$ cat src/rtl/mont_pkg.sv
// Shared types and constants for the Montgomery modular-exponentiation sequencer.
// The modulus here must match the one hard-wired into montgomery_top.
package mont_pkg;

  localparam int MONT_W = 64;
  localparam int MONT_EXP_W = 64;
  localparam logic [MONT_W-1:0] N_MOD = 64'hFFFF_FFFF_FFFF_FFF1;

  typedef enum logic [2:0] {
    ST_IDLE,
    ST_LOAD,
    ST_ISSUE_SQ,
    ST_WAIT_SQ,
    ST_ISSUE_MUL,
    ST_WAIT_MUL,
    ST_DONE
  } modexp_state_t;

  // One conditional subtract suffices because any W-bit value is below 2*n.
  function automatic logic [MONT_W-1:0] reduce_once(input logic [MONT_W-1:0] x,
                                                    input logic [MONT_W-1:0] n);
    return (x >= n) ? (x - n) : x;
  endfunction

endpackage

$ cat src/rtl/mont_modexp_seq_msb_index.sv
// Priority encoder: index of the highest set bit of vec_i, plus an all-zero flag.
module msb_index #(
  parameter int EXP_W = 64
) (
  input  logic [EXP_W-1:0]         vec_i,
  output logic [$clog2(EXP_W)-1:0] idx_o,
  output logic                     zero_o
);

  localparam int IW = $clog2(EXP_W);

  // Ascending scan: the last set bit seen is the most significant one.
  always_comb begin
    idx_o = '0;
    for (int i = 0; i < EXP_W; i++) begin
      if (vec_i[i]) idx_o = IW'(i);
    end
  end

  assign zero_o = ~|vec_i;

endmodule

$ cat src/rtl/mont_modexp_seq.sv
// Left-to-right square-and-multiply sequencer driving montgomery_top,
// keeping exactly one modular multiplication in flight at a time.
module mont_modexp_seq
  import mont_pkg::*;
#(
  parameter int             W     = MONT_W,
  parameter int             EXP_W = MONT_EXP_W,
  parameter logic [W-1:0]   N     = N_MOD
) (
  input  logic             clk,
  input  logic             rst_n,
  input  logic [W-1:0]     base,
  input  logic [EXP_W-1:0] exp,
  input  logic             taken,
  output logic             ready_in,
  output logic [W-1:0]     result,
  output logic             ready_out,
  input  logic             given,
  output logic [W-1:0]     mul_a,
  output logic [W-1:0]     mul_b,
  output logic             mul_taken,
  input  logic             mul_ready_in,
  input  logic [W-1:0]     mul_result,
  input  logic             mul_ready_out,
  output logic             mul_given,
  output logic             stale_err
);

  localparam int IW = $clog2(EXP_W);

  modexp_state_t    state_q, state_d;
  logic [EXP_W-1:0] exp_q, exp_d;
  logic [W-1:0]     base_r_q, base_r_d;
  logic [W-1:0]     acc_q, acc_d;
  logic [IW-1:0]    idx_q, idx_d;
  logic             stale_q, stale_d;

  logic [IW-1:0]    msb_idx;
  logic             exp_zero;

  msb_index #(.EXP_W(EXP_W)) u_msb_index (
    .vec_i  (exp_q),
    .idx_o  (msb_idx),
    .zero_o (exp_zero)
  );

  always_ff @(posedge clk or negedge rst_n) begin
    if (!rst_n) begin
      state_q  <= ST_IDLE;
      exp_q    <= '0;
      base_r_q <= '0;
      acc_q    <= '0;
      idx_q    <= '0;
      stale_q  <= 1'b0;
    end else begin
      state_q  <= state_d;
      exp_q    <= exp_d;
      base_r_q <= base_r_d;
      acc_q    <= acc_d;
      idx_q    <= idx_d;
      stale_q  <= stale_d;
    end
  end

  always_comb begin
    state_d   = state_q;
    exp_d     = exp_q;
    base_r_d  = base_r_q;
    acc_d     = acc_q;
    idx_d     = idx_q;
    ready_in  = 1'b0;
    ready_out = 1'b0;
    result    = '0;
    mul_a     = '0;
    mul_b     = '0;
    mul_taken = 1'b0;
    // Any multiplier result outside a wait state has no owner: drop it and flag.
    stale_d   = stale_q |
                (mul_ready_out && (state_q != ST_WAIT_SQ) && (state_q != ST_WAIT_MUL));

    unique case (state_q)
      ST_IDLE: begin
        ready_in = 1'b1;
        if (taken) begin
          exp_d    = exp;
          base_r_d = reduce_once(base, N);
          state_d  = ST_LOAD;
        end
      end
      ST_LOAD: begin
        if (exp_zero) begin
          acc_d   = W'(1);
          state_d = ST_DONE;
        end else begin
          acc_d = base_r_q;
          if (msb_idx == '0) begin
            state_d = ST_DONE;
          end else begin
            idx_d   = msb_idx - 1'b1;
            state_d = ST_ISSUE_SQ;
          end
        end
      end
      ST_ISSUE_SQ: begin
        mul_a     = acc_q;
        mul_b     = acc_q;
        mul_taken = 1'b1;
        if (mul_ready_in) state_d = ST_WAIT_SQ;
      end
      ST_WAIT_SQ: begin
        if (mul_ready_out) begin
          acc_d = mul_result;
          if (exp_q[idx_q]) begin
            state_d = ST_ISSUE_MUL;
          end else if (idx_q == '0) begin
            state_d = ST_DONE;
          end else begin
            idx_d   = idx_q - 1'b1;
            state_d = ST_ISSUE_SQ;
          end
        end
      end
      ST_ISSUE_MUL: begin
        mul_a     = acc_q;
        mul_b     = base_r_q;
        mul_taken = 1'b1;
        if (mul_ready_in) state_d = ST_WAIT_MUL;
      end
      ST_WAIT_MUL: begin
        if (mul_ready_out) begin
          acc_d = mul_result;
          if (idx_q == '0) begin
            state_d = ST_DONE;
          end else begin
            idx_d   = idx_q - 1'b1;
            state_d = ST_ISSUE_SQ;
          end
        end
      end
      ST_DONE: begin
        ready_out = 1'b1;
        result    = acc_q;
        if (given) state_d = ST_IDLE;
      end
      default: state_d = ST_IDLE;
    endcase
  end

  // The multiplier is never backpressured outside reset.
  assign mul_given = rst_n;
  assign stale_err = stale_q;

endmodule

$ cat config.mk
export PLATFORM = sky130hd
export DESIGN_NAME = mont_modexp_seq
export DESIGN_NICKNAME = d
export VERILOG_FILES = /design/src/rtl/mont_pkg.sv /design/src/rtl/mont_modexp_seq_msb_index.sv /design/src/rtl/mont_modexp_seq.sv
export SDC_FILE = /design/constraint.sdc
export NUM_CORES = 1
export LEC_CHECK = 0
export CORE_UTILIZATION = 35
export DETAILED_ROUTE_END_ITERATION = 7
export MAX_ROUTING_LAYER = met4
export PLACE_DENSITY = 0.72
export SETUP_SLACK_MARGIN = 0.4
export SLEW_MARGIN = 20
export SYNTH_ARGS = -nofsm -noshare
export SYNTH_HDL_FRONTEND = slang
export SYNTH_SLANG_ARGS = --single-unit
$ cat constraint.sdc
create_clock -name clk -period 3.37 [get_ports clk]
set_input_delay 0.674 -clock clk [delete_from_list [all_inputs] [get_ports clk]]
set_output_delay 0.674 -clock clk [all_outputs]
set_load 0.01 [all_outputs]
==> impl_results.md, run 1 <==
- Status: finished clean
- Yosys cell types: 55
- RSZ-0062 raised after global routing: true
- Reg clk slew, reported paths: ~0.060 ns
- PD cells: about 950 mW/mm²
- Antenna violations before repair: 4
- CTS H-tree depth: 1
- Skew-Pair Late Insertion Delay: 0.53 ns
- WL final: around 44000 µm
- Drt pass-1 iters: 5
- Sink Count: 202
- Placer's final routability congestion estimate: between 0.9 and 1
- Asr flop ratio synth: 1.000
- Leak Pwr: 8.016 nW
- Post-synthesis xor/xnor area fraction: 0.004686
- Cell taking the most area after synthesis: dfrtp_1
- Worst EP required: between 2 and 3 ns
- Design Area, Final: 0.01711 mm²
- Port bufs: a little under 400
- Initial Util: 0.3554
- Total overflow reported by the global router: 0
- Largest net degree at the start of global routing: slightly above 100
- Final TNS setup: 0 ns
- Syn Inst Count: around 1100
- Post-DRT Antenna Nets: 0
- EDFF count, synth: 0
- CTS tree: done
- Final hold violation count: 0
- Placed cells: about 1900
- R2R cell count: 7
- Layout area overhead: 52.54%
- Syn_nets: 1321
- Skew final: between 0.02 and 0.025 ns
- Worst Slack Setup Final: 0.3349 ns
- Crit path DAT: approximately 2.4 ns
- R2R setup slack: 0.41 ns
- Max-cap violations: 0
- Rows: 65
- Setup CP Type: reg -> out
- Global-route usage over all layers: 0.2666
- Min cycle time layout: roughly 3 ns
- First-pass GRT wire length: 65710 µm
- Min-delay worst type: in -> async
- Worst flop-to-flop path startpoint: exp_q[41]$_DFFE_PN0P_
- Main area contributors after synthesis: dfrtp_1 45%, a22o_1 9.6%, and2_1 7.4%
- Via-per-instance ratio: 5.737
- Final net count: around 1700
- Relative slew slack: 0.4162
- Netlist Area Pre-Place: 0.01121 mm²
- Total Power: between 15 and 20 mW
- Top-count cell post-synth: dfrtp_1
- Share of cells above drive strength 1: 0.1463
- Slew Viols, Final: 0
- Die X: about 180 µm
- Main combinational cell family by area after synthesis: compound AO/OA/AOI/OAI gates
- Worst Setup Slack post-DPL: -0.01369 ns
- CTS Root Cell: clkbuf_16
- DRC errors left: 0
- DP Area: between 0.015 and 0.02 mm²
- DP HPWL: about 29000 µm
- Via count: roughly 11000
- CORE AREA: approximately 0.032 mm²
- Register area share after synthesis: 0.4508
- Die Ht: between 150 and 200 µm
- Die area: ~0.033 mm²
- Utilization after layout: 0.5421
- Mux cell area share after synthesis: 0.1039
- Synth top cells by count: 202 x dfrtp_1, 133 x and2_1, 123 x a22o_1
- R2r endpoint: idx_q[0]$_DFFE_PN0P_
- I/O pin count: just under 400
- TritonCTS Buffers: 25
- Clk buf depth: 3
- Synthesized flop and latch total: just over 200
- Area share of the largest cell type after synthesis: 0.4508
- Hold_ws: around 0.078 ns
- Worst-Margin Slew: slightly below 0.9 ns
- Fin cells: approximately 1900
- Ys Warns: 0
- Worst setup SP type: flip-flop
- Syn_area_per_cell: 10.01 µm²
- Hold_buf cts: 0
- Ys flop type: dfrtp_1
- Crit path max fanout: 20
- Timing-limited maximum frequency: 329.5 MHz
- Vias in the first global route: about 11000
- First-iteration detailed-routing DRC count: approximately 860
- Final Setup Violations: 0
- Worst Setup End Kind: output port
- Wire length per cell: 22.55 µm
- Maximum vdd drop: 0.0004002 V
- Adder-Cell Fraction of Synth Area: 0.003347
- Period utilization: 0.9006
- Complex-gate fraction of the synthesized area: 0.2245
- Post-synthesis simple-gate area fraction: 0.1746
-- cell usage in the layout, fill, tap and decap left out, types with 13 or more instances in the layout --
master	instances
nor2_1	101
dfrtp_1	194
a21oi_1	82
nor3_1	19
or4_1	14
inv_1	17
nor4_1	17
a22o_1	123
buf_4	45
dlygate4sd2_1	82
and2_1	131
nand4_1	19
mux4_2	13
o21ai_0	22
dlymetal6s2s_1	53
clkdlybuf4s50_1	256
mux2_2	65
nand2_1	17
clkbuf_16	26
a22oi_1	70
-- timing repair --
item | 4_1_cts | 5_1_grt
setup endpoints to repair | 172 | 192
buffers inserted | 9 | 15
gates cloned | 7 | 1
pin swaps | 4 | 8
gates resized for setup | 103 | 76
-- per-layer routing --
metal / part of all wire / up-vias / track usage
met5: 0 / - / -
met2: 0.46 / 585 / 0.4124
met1: 0.41 / 5440 / 0.3449
met3: 0.085 / 99 / 0.05039
met4: 0.038 / 0 / 0.1054
li1: - / 4988 / -
-- cells by family after synthesis --
| family | count (synthesis) |
|---|---|
| XOR/XNOR | 6 |
| AND/OR/NAND/NOR | 361 |
| multiplexers | 91 |
| buffers and inverters | 110 |
| AO/OA/AOI/OAI | 347 |
| adder cells (fa/ha/maj) | 3 |
| flip-flops | 202 |
-- final cells by class --
class,instances,area [µm²]
fill,2804,14450
inverter,19,71.32
sequential,202,5065
multi-input combinational,808,5832
tap,402,503.0
clock buffer,31,688.2
timing repair buffer,461,4805
antenna,4,10.01
clock inverter,10,131.4
-- how the worst max path moves through the flow --
stage,from,to
floorplan,exp_q[44]$_DFFE_PN0P_,idx_q[0]$_DFFE_PN0P_
global placement,base[10],base_r_q[3]$_DFFE_PN0P_
global route,state_q[2]$_DFFE_PN0P_,result[25]
detailed placement,base[10],base_r_q[3]$_DFFE_PN0P_
CTS,state_q[0]$_DFFE_PN0P_,mul_b[45]
finish,state_q[2]$_DFFE_PN0P_,result[24]
-- state kept, by name (all words and copies together), names as in the netlist --
name,cells
acc_q,64
base_r_q,64
exp_q,64
idx_q,6
stale_err,1
state_q,3
-- worst max-delay path, cell delays in order, from the launching register on --
cell,delay [ns]
dfrtp_1,0.36
buf_4,0.20
and3_4,0.29
bufbuf_16,0.31
and2_1,0.14
clkdlybuf4s50_1,0.53
-- power by group --
part | internal (mW) | switching, mW
logic | 4.24 | 4.04
registers | 3.65 | 1.51
clock network | 1.66 | 1.08
total | 9.55 | 6.63
(Power assumes the default switching activity.)
==> run 2: changes to the inputs <==
CORE_MARGIN = 8   (was unset)
SLEW_MARGIN = 40   (was 20)
==> run 2 against run 1 <==
Combinational power about the same. Clock-buffer cell count up 1. Register-to-register slack about the same. First-iteration DRC count down 2.7%. Global-route usage down 3.8 points. Worst setup slack worse by 0.00079 ns. Critical path type unchanged. Die area up 16%. Maximum frequency about the same. Sequential power about the same. Core utilization about the same. Power up 0.37%.
==> impl_results.md, run 2 (same netlist as run 1, synthesis figures left out) <==
- Status: finished clean
- Leak Pwr: 8.475 nW
- Setup CP Type: reg -> out
- I/O pin count: 395
- Net Sw Frac: 0.4091
- Most common cell after layout, fill and taps aside: clkdlybuf4s50_1
- Rows: 65
- Antenna violations before repair: 3
- CORE AREA: ~0.032 mm²
- RSZ-0062 raised after global routing: true
- Max-cap violations: 0
- CTS H-tree depth: 1
- Worst Setup End Kind: output port
- Crit path max fanout: 17
- Share of cells above drive strength 1: 0.1512
- Fin cells: between 1500 and 2000
- Clk buf depth: 3
- Post-DRT Antenna Nets: 0
- Seq pwr share: 0.320
- Worst flop-to-flop path startpoint: exp_q[40]$_DFFE_PN0P_
- Slew Viols, Final: 0
- Worst-Margin Slew: a little under 0.7 ns
- Utilization after layout: 0.5421
- R2R setup slack: around 0.42 ns
- Skew-Pair Late Insertion Delay: 0.53 ns
- Final hold violation count: 0
- Hold_ws: approximately 0.064 ns
- Worst setup SP type: flip-flop
- Die area: roughly 0.038 mm²
- Worst EP required: between 2 and 3 ns
- R2R cell count: 7
- Die Ht: 195.0 µm
- CTS tree: done
- Placer's final routability congestion estimate: roughly 0.93
- Vias in the first global route: approximately 11000
- Via count: roughly 11000
- R2r endpoint: idx_q[2]$_DFFE_PN0P_
- Worst Slack Setup Final: roughly 0.33 ns
- DP HPWL: 32040 µm
- Initial Util: 0.3554
- Crit path DAT: about 2.4 ns
- Final Setup Violations: 0
- Wire length per cell: 23.46 µm
- Largest net degree at the start of global routing: roughly 150
- Combinational power share: 0.510
- Placed cells: about 1900
- Via-per-instance ratio: approximately 5.8
- Clk pwr share: 0.170
- Regs by FF count: acc_q x64, base_r_q x64, exp_q x64
- Relative slew slack: 0.5356
- Maximum vdd drop: 0.0004802 V
- First-iteration detailed-routing DRC count: approximately 830
- Period utilization: 0.9008
- PD cells: around 950 mW/mm²
- Die X: roughly 190 µm
- WL final: 45190 µm
- Layout area overhead: 52.56%
- Port bufs: 394
- Min cycle time layout: 3.036 ns
- Skew final: 0.02525 ns
- CTS Root Cell: clkbuf_16
- Sink Count: 202
- Worst Setup Slack post-DPL: about 0.12 ns
- Sw Pwr: approximately 6.6 mW
- Reg clk slew, reported paths: around 0.06 ns
- Drt pass-1 iters: 5
- Min-delay worst type: in -> async
- Commonest cells after routing, fill and taps aside: 241 x clkdlybuf4s50_1, 198 x dfrtp_1, 131 x and2_1
- Final TNS setup: 0 ns
- Timing-limited maximum frequency: 329.4 MHz
- Fillers: 2794
- Global-route usage over all layers: 0.2287
- Internal power: between 9 and 10 mW
- Final net count: 1708
- DRC errors left: 0
- First-pass GRT wire length: between 60000 and 70000 µm
- TritonCTS Buffers: 24
- Total overflow reported by the global router: 0
==> run 2: metrics by stage <==
step                cell area (µm²)  total power, mW
floorplan                     11210            9.432
global placement              15710            13.07
detailed placement            15710            13.26
CTS                           16690            16.17
global route                  17110            17.21
finish                        17110            16.24
==> run 2: how the worst max path moves through the flow <==
stage / from / to / slack, ns / cells after the start
floorplan: exp_q[44]$_DFFE_PN0P_ / idx_q[0]$_DFFE_PN0P_ / 0.54 / 8
global placement: base[50] / base_r_q[3]$_DFFE_PN0P_ / 0.14 / 10
detailed placement: base[46] / base_r_q[3]$_DFFE_PN0P_ / 0.12 / 10
CTS: state_q[0]$_DFFE_PN0P_ / mul_a[3] / 0.26 / 6
global route: state_q[0]$_DFFE_PN0P_ / result[34] / 0.29 / 6
finish: state_q[0]$_DFFE_PN0P_ / result[35] / 0.33 / 6
==> run 2: what timing repair did <==
item	4_1_cts	5_1_grt
hold buffers	0	0
pin swaps	1	8
gates cloned	3	2
setup endpoints to repair	194	206
gates resized for setup	86	155
buffers inserted	7	12
==> run 2: routing by layer <==
metal | part of all wire | up-vias | GRT usage
met4 | 0.024 | 0 | 0.06485
met1 | 0.42 | 5529 | 0.2923
li1 | - | 4963 | -
met5 | 0 | - | -
met3 | 0.083 | 66 | 0.05072
met2 | 0.48 | 517 | 0.3618
==> run 2: cell type report <==
class | instances | area [µm²] | area share
Timing Repair Buffer | 452 | 4777 | 0.2793
Tap cell | 402 | 503.0 | 0.02940
Clock inverter | 8 | 151.4 | 0.008850
Multi-Input combinational cell | 808 | 5851 | 0.3420
Antenna cell | 3 | 7.507 | 0.0004389
Inverter | 19 | 76.32 | 0.004462
Sequential cell | 202 | 5060 | 0.2958
Clock buffer | 32 | 680.7 | 0.03979
==> run 2: critical path, cell delays in order, from the launching register on <==
cell and delay (ns):
dfrtp_2 0.46, clkinv_4 0.06, buf_4 0.11, and3_4 0.28, buf_12 0.17, and2_1 0.19, clkdlybuf4s50_1 0.56
==> run 2: power by group through the flow <==
| stage | logic, mW | clock network (mW) | registers (mW) |
|---|---|---|---|
| floorplan | 4.90 | 0 | 4.53 |
| global placement | 7.97 | 0 | 5.10 |
| detailed placement | 8.11 | 0 | 5.15 |
| CTS | 8.21 | 2.83 | 5.13 |
| global route | 8.92 | 2.92 | 5.37 |
| finish | 8.28 | 2.77 | 5.19 |
